--- config.mk ---
export PLATFORM = sky130hd
export DESIGN_NAME = vcxo_lock_monitor
export DESIGN_NICKNAME = d
export VERILOG_FILES = /design/src/rtl/vcxo_lock_monitor.sv
export SDC_FILE = /design/constraint.sdc
export NUM_CORES = 1
export LEC_CHECK = 0
export CORE_UTILIZATION = 58
export CTS_CLUSTER_SIZE = 30
export DETAILED_ROUTE_END_ITERATION = 10
export GPL_TIMING_DRIVEN = 1
export PLACE_DENSITY_LB_ADDON = 0.3
export SLEW_MARGIN = 10
export SYNTH_ARGS = -nofsm -noshare
export SYNTH_HDL_FRONTEND = slang
export SYNTH_SLANG_ARGS = --single-unit
--- constraint.sdc ---
create_clock -name clk_in -period 5 [get_ports clk_in]
set_clock_uncertainty 0.05 [all_clocks]
set_input_delay 1.25 -clock clk_in [delete_from_list [all_inputs] [get_ports clk_in]]
set_output_delay 1.25 -clock clk_in [all_outputs]
set_load 0.1 [all_outputs]
--- src/rtl/vcxo_lock_monitor.sv ---
// Lock qualifier for the VCXO discipline loop: hysteresis lock FSM, lock-loss counter,
// and a 48-bit MSB-first serial status frame returned to the MCU on request.
module vcxo_lock_monitor #(
  parameter int LOCK_WINDOW   = 10,
  parameter int LOCK_COUNT    = 4,
  parameter int UNLOCK_WINDOW = 50,
  parameter int BIT_DIV       = 4
) (
  input  logic               clk_in,
  input  logic               reset_n,
  input  logic               sample_valid,
  input  logic signed [31:0] freq_error,
  input  logic        [23:0] pwm,
  input  logic               rd_req,
  output logic               locked,
  output logic        [1:0]  lock_state,
  output logic        [7:0]  unlock_events,
  output logic               ser_busy,
  output logic               ser_data,
  output logic               ser_bit_stb,
  output logic               ser_done
);

  localparam int CW = $clog2(LOCK_COUNT + 1);
  localparam int DW = $clog2(BIT_DIV);

  typedef enum logic [1:0] {
    ST_UNLOCKED  = 2'd0,
    ST_ACQUIRING = 2'd1,
    ST_LOCKED    = 2'd2
  } lock_st_t;

  lock_st_t       state_q, state_d;
  logic [CW-1:0]  cnt_q, cnt_d, cnt_inc;
  logic [7:0]     events_q, events_d;
  logic           sticky_q, sticky_d;
  logic           locked_q;
  logic           loss;
  logic [31:0]    abs_err;
  logic           in_window, over_unlock;
  logic [15:0]    fe_sat;
  logic [47:0]    frame;
  logic           snap;

  logic           busy_q, done_q;
  logic [47:0]    sh_q;
  logic [5:0]     bit_q;
  logic [DW-1:0]  div_q;

  // -2^31 has no positive counterpart at 32 bits, so it saturates.
  always_comb begin
    if (freq_error == 32'sh8000_0000)
      abs_err = 32'h7FFF_FFFF;
    else if (freq_error[31])
      abs_err = unsigned'(-freq_error);
    else
      abs_err = unsigned'(freq_error);
  end

  assign in_window   = abs_err <= 32'(LOCK_WINDOW);
  assign over_unlock = abs_err >  32'(UNLOCK_WINDOW);
  assign cnt_inc     = cnt_q + 1'b1;

  // rd_req is a bare strobe with no ready: it is taken only when the shifter is idle
  // (including the ser_done cycle); a request while ser_busy=1 is dropped, not queued.
  assign snap = rd_req && !busy_q;

  always_comb begin
    state_d = state_q;
    cnt_d   = cnt_q;
    loss    = 1'b0;
    if (sample_valid) begin
      case (state_q)
        ST_UNLOCKED: begin
          if (in_window) begin
            cnt_d   = CW'(1);
            state_d = (LOCK_COUNT == 1) ? ST_LOCKED : ST_ACQUIRING;
          end
        end
        ST_ACQUIRING: begin
          if (in_window) begin
            cnt_d = cnt_inc;
            if (cnt_inc >= CW'(LOCK_COUNT))
              state_d = ST_LOCKED;
          end else begin
            cnt_d   = '0;
            state_d = ST_UNLOCKED;
          end
        end
        ST_LOCKED: begin
          if (over_unlock) begin
            cnt_d   = '0;
            state_d = ST_UNLOCKED;
            loss    = 1'b1;
          end
        end
        default: begin
          cnt_d   = '0;
          state_d = ST_UNLOCKED;
        end
      endcase
    end
    events_d = (loss && events_q != 8'hFF) ? events_q + 8'd1 : events_q;
    // A loss in the snapshot cycle must still be reported by the following frame.
    sticky_d = loss ? 1'b1 : (snap ? 1'b0 : sticky_q);
  end

  always_ff @(posedge clk_in) begin
    if (!reset_n) begin
      state_q  <= ST_UNLOCKED;
      cnt_q    <= '0;
      events_q <= '0;
      sticky_q <= 1'b0;
      locked_q <= 1'b0;
    end else begin
      state_q  <= state_d;
      cnt_q    <= cnt_d;
      events_q <= events_d;
      sticky_q <= sticky_d;
      locked_q <= (state_d == ST_LOCKED);
    end
  end

  always_comb begin
    if (freq_error > 32'sd32767)
      fe_sat = 16'h7FFF;
    else if (freq_error < -32'sd32768)
      fe_sat = 16'h8000;
    else
      fe_sat = freq_error[15:0];
  end

  assign frame = {state_q, sticky_q, events_q[4:0], fe_sat, pwm};

  always_ff @(posedge clk_in) begin
    if (!reset_n) begin
      busy_q <= 1'b0;
      done_q <= 1'b0;
      sh_q   <= '0;
      bit_q  <= '0;
      div_q  <= '0;
    end else begin
      done_q <= 1'b0;
      if (snap) begin
        busy_q <= 1'b1;
        sh_q   <= frame;
        bit_q  <= 6'd47;
        div_q  <= '0;
      end else if (busy_q) begin
        if (div_q == DW'(BIT_DIV - 1)) begin
          div_q <= '0;
          if (bit_q == 6'd0) begin
            busy_q <= 1'b0;
            done_q <= 1'b1;
          end else begin
            bit_q <= bit_q - 6'd1;
            sh_q  <= {sh_q[46:0], 1'b0};
          end
        end else begin
          div_q <= div_q + 1'b1;
        end
      end
    end
  end

  assign locked        = locked_q;
  assign lock_state    = state_q;
  assign unlock_events = events_q;
  assign ser_busy      = busy_q;
  assign ser_data      = busy_q & sh_q[47];
  assign ser_bit_stb   = busy_q && (div_q == '0);
  assign ser_done      = done_q;

endmodule
==> key figures <==
Run status
  • Result of the run: completed

STA
  • Final max-slew violation count: 0
  • RSZ-0062 raised after global routing: false
  • Max-slew headroom at the worst pin: 0.268
  • Fmax: 0.225 GHz
  • Post-route minimum period: 4.44 ns
  • Worst hold slack after final layout: between 0.4 and 0.5 ns
  • Actual transition at the worst max-transition pin: 1.10 ns
  • Final Hold Viols: 0
  • Period utilisation layout: 0.887
  • Final setup violating endpoints: 0
  • Final worst slack: 0.565 ns
  • Setup total negative slack: 0 ns

Hold path
  • Classification of the worst-slack hold path: register to register

Global routing
  • Number of global-route vias before repair: 4562
  • Initial antenna violation count: 0
  • Maximum number of pins on one net before global-route repair: 78
  • Global-route total usage across every layer: 0.328
  • Total overflow reported by the global router: 0
  • Global-route wire length before repair: 21800 um

Critical path
  • Slowest cell delay on critical path: 0.58 ns
  • CP Buf/Inv Count: 2
  • Biggest fanout along the worst timing path: 12
  • Cell occurring most often along the worst timing path: sky130_fd_sc_hd__and4_1
  • CP Data Required Time: 5.24 ns
  • Critical path endpoint category: register
  • Worst path top cell family by delay: simple AND/OR/NAND/NOR gates
  • Cell-by-cell trace of the critical path: clkdlybuf4s50_1 > inv_1 > ha_1 > nor2b_1 > and4_1 > nand3_1 > and4_1 > a211o_1 > nand4_2 > o2111ai_2 > or4_1 > a21boi_1
  • Crit path arrival time: 4.67 ns
  • Element type at the critical path start: primary input
  • Crit path max-delay cell type: sky130_fd_sc_hd__or4_1
  • Critical path class: primary input to register

Floorplan
  • Total number of placement rows: 31
  • Number of top-level design ports: 75
  • Die Ht: 90.2 um
  • Die Wd: 90.2 um
  • Initial Util: 0.612
  • Die area: 8130 um2
  • Core outline area: 7370 um2

Cells and area
  • Util after Layout: 0.744
  • Layout overhead on the synthesized area: 21.6%
  • Diodes inserted: 0
  • Count of nets after finishing: 704
  • Number of cells in the finished layout apart from fillers: 742
  • Ratio of cells with drive above 1 in the final layout: 0.0715

Yosys
  • Fraction of registers with async set or reset after synthesis: 0
  • Synthesized cell area: 4510 um2
  • Ranking of synthesized cells by area: sky130_fd_sc_hd__dfxtp_1 32%, sky130_fd_sc_hd__nand2_1 5.5%, sky130_fd_sc_hd__a21oi_1 5.0%
  • EDFF count, synth: 0
  • Register bit total from synthesis: 73
  • Portion of the post-synthesis area used by sequential elements: 0.324
  • Basic-gate share of the synthesized area counting and, or, nand and nor cells: 0.308
  • Xor and xnor area share after synthesis: 0.0175
  • Net count after synthesis: 653
  • Share of cell area taken by muxes after synthesis: 0.0136
  • Per-instance average area after synthesis: a little under 8 um2
  • Adder-Cell Fraction of Synth Area: 0.0166
  • Cell type contributing the most total cell area after synthesis: sky130_fd_sc_hd__dfxtp_1
  • Top flip-flop cell by instance count after synthesis: sky130_fd_sc_hd__dfxtp_1
  • Number of distinct library cells after synthesis: 67
  • Post-synthesis cell count: around 600
  • Synthesized-area fraction occupied by ao, oa, aoi and oai cells: 0.264
  • Number of warnings printed during yosys synthesis: 0
  • Main combinational cell family by area after synthesis: simple AND/OR/NAND/NOR gates
  • Area share of the leading cell type in the synthesized netlist: 0.324

Route
  • Routed WL per cell: 17.5 um
  • Post-route DRC: 0
  • Vias: about 4700
  • First-iteration detailed-routing DRC count: between 400 and 500
  • Vias per Instance: approximately 6.4
  • Total routed wirelength: about 13000 um
  • First-pass iteration count of the detailed router: 6
  • Post-DRT Antenna Nets: 0

CTS
  • Longest Clk Path Bufs: 2
  • Post-CTS Hold Buffers: 0
  • Total clock buffers created by CTS: 9
  • Root Buffer Master: sky130_fd_sc_hd__clkbuf_8
  • Skew-Pair Late Insertion Delay: 0.35 ns
  • H-Tree Level Count: 3
  • Post-CTS setup buffer count: 0
  • Clock tree from TritonCTS: built
  • TritonCTS sink count: 73
  • Quantity of gates resized following cts: 0
  • Clock transition at path regs: 0.09 ns

Placement
  • Setup WS pre-CTS: 0.227 ns
  • Placed insts: 726
  • Half-perimeter wire length of the detailed placement result: 8880 um
  • Number of buffer cells added on primary ports: 74
  • Routability cong.: 1.01

Run
  • Count of maximum capacitance violations: 0

Power
  • LEAKAGE: about 0.0020 uW
  • Maximum resistive drop on vdd: roughly 0.00024 V
  • PD cells: ~250 nW/um2
==> where the power goes <==
part	leakage [uW]	internal, uW	switching [uW]
clock network	0.000103	245	233
logic	0.00131	110	142
registers	0.000599	612	19.0
total	0.00201	967	394
==> synth_stat cells, drive strengths merged (18+ instances only) <==
cell / count
nand2: 66
dfxtp: 73
clkbuf: 37
o21ai: 23
a21boi: 30
nand3: 21
a22oi: 22
and2: 19
nor2: 44
nor3: 18
a21oi: 45
nor4: 19
==> registers in the layout (all words and copies together), names as in the netlist <==
signal	cells
sh_q	48
unlock_events	8
bit_q	6
cnt_q	3
div_q	2
lock_state	2
locked	1
ser_busy	1
ser_done	1
sticky_q	1
==> final cells by class <==
| class | count | area [um2] |
|---|---|---|
| Clock inverter | 6 | 65.1 |
| Timing Repair Buffer | 87 | 833 |
| Fill cell | 566 | 1890 |
| Clock buffer | 10 | 138 |
| Multi-Input combinational cell | 452 | 2800 |
| Inverter | 15 | 56.3 |
| Tap cell | 99 | 124 |
| Sequential cell | 73 | 1460 |
==> cells in the final DEF, fill, tap and decap left out, types with 12 or more instances in the layout <==
cell type	n
sky130_fd_sc_hd__nor3_1	17
sky130_fd_sc_hd__a21oi_1	45
sky130_fd_sc_hd__buf_4	13
sky130_fd_sc_hd__dfxtp_1	73
sky130_fd_sc_hd__nor2_1	43
sky130_fd_sc_hd__and2_1	19
sky130_fd_sc_hd__a22oi_1	22
sky130_fd_sc_hd__nand2_1	66
sky130_fd_sc_hd__nand3_1	21
sky130_fd_sc_hd__clkdlybuf4s50_1	73
sky130_fd_sc_hd__nor4_1	16
sky130_fd_sc_hd__a21boi_0	28
sky130_fd_sc_hd__nand4_1	12
sky130_fd_sc_hd__o21ai_0	22
sky130_fd_sc_hd__inv_1	15
==> cell families (layout without fill, tap and decap cells) <==
logic type               Yosys count  after routing
buffers and inverters             62            118
flip-flops                        73             73
XOR/XNOR                           9              9
AO/OA/AOI/OAI                    172            172
AND/OR/NAND/NOR                  259            259
multiplexers                       6              6
adder cells (fa/ha/maj)            6              6
==> metrics by stage <==
stage / instance area (um2) / power (uW)
after floorplan: 4510 / 786
after global placement: 5280 / 881
after detailed placement: 5280 / 889
after CTS: 5480 / 1360
after global routing: 5480 / 1420
final: 5480 / 1360
==> tightest hold or removal path, stage by stage (launching register included) <==
cell and delay (ns):
sky130_fd_sc_hd__dfxtp_1 0.31, sky130_fd_sc_hd__nand2_1 0.04, sky130_fd_sc_hd__a21boi_0 0.06
==> path summary, 6_finish.rpt <==
check | to | cells after the start | from | slack (ns)
worst max-delay path | unlock_events[4]$_SDFFE_PN0P_ | 12 | freq_error[0] | 0.56
worst min-delay path | sh_q[12]$_SDFFE_PN0P_ | 2 | sh_q[12]$_SDFFE_PN0P_ | 0.42
worst max register to register | bit_q[5]$_SDFFE_PN0P_ | 9 | bit_q[0]$_SDFFE_PN0P_ | 2.31
worst min register to register | sh_q[12]$_SDFFE_PN0P_ | 2 | sh_q[12]$_SDFFE_PN0P_ | 0.42
==> routing by layer <==
metal | part of all wire | GRT usage
met5 | 0 | 0
met4 | 0.032 | 0.165
met3 | 0.069 | 0.0660
met2 | 0.48 | 0.542
met1 | 0.42 | 0.406
Note: power is estimated with default switching activity, not from simulation.
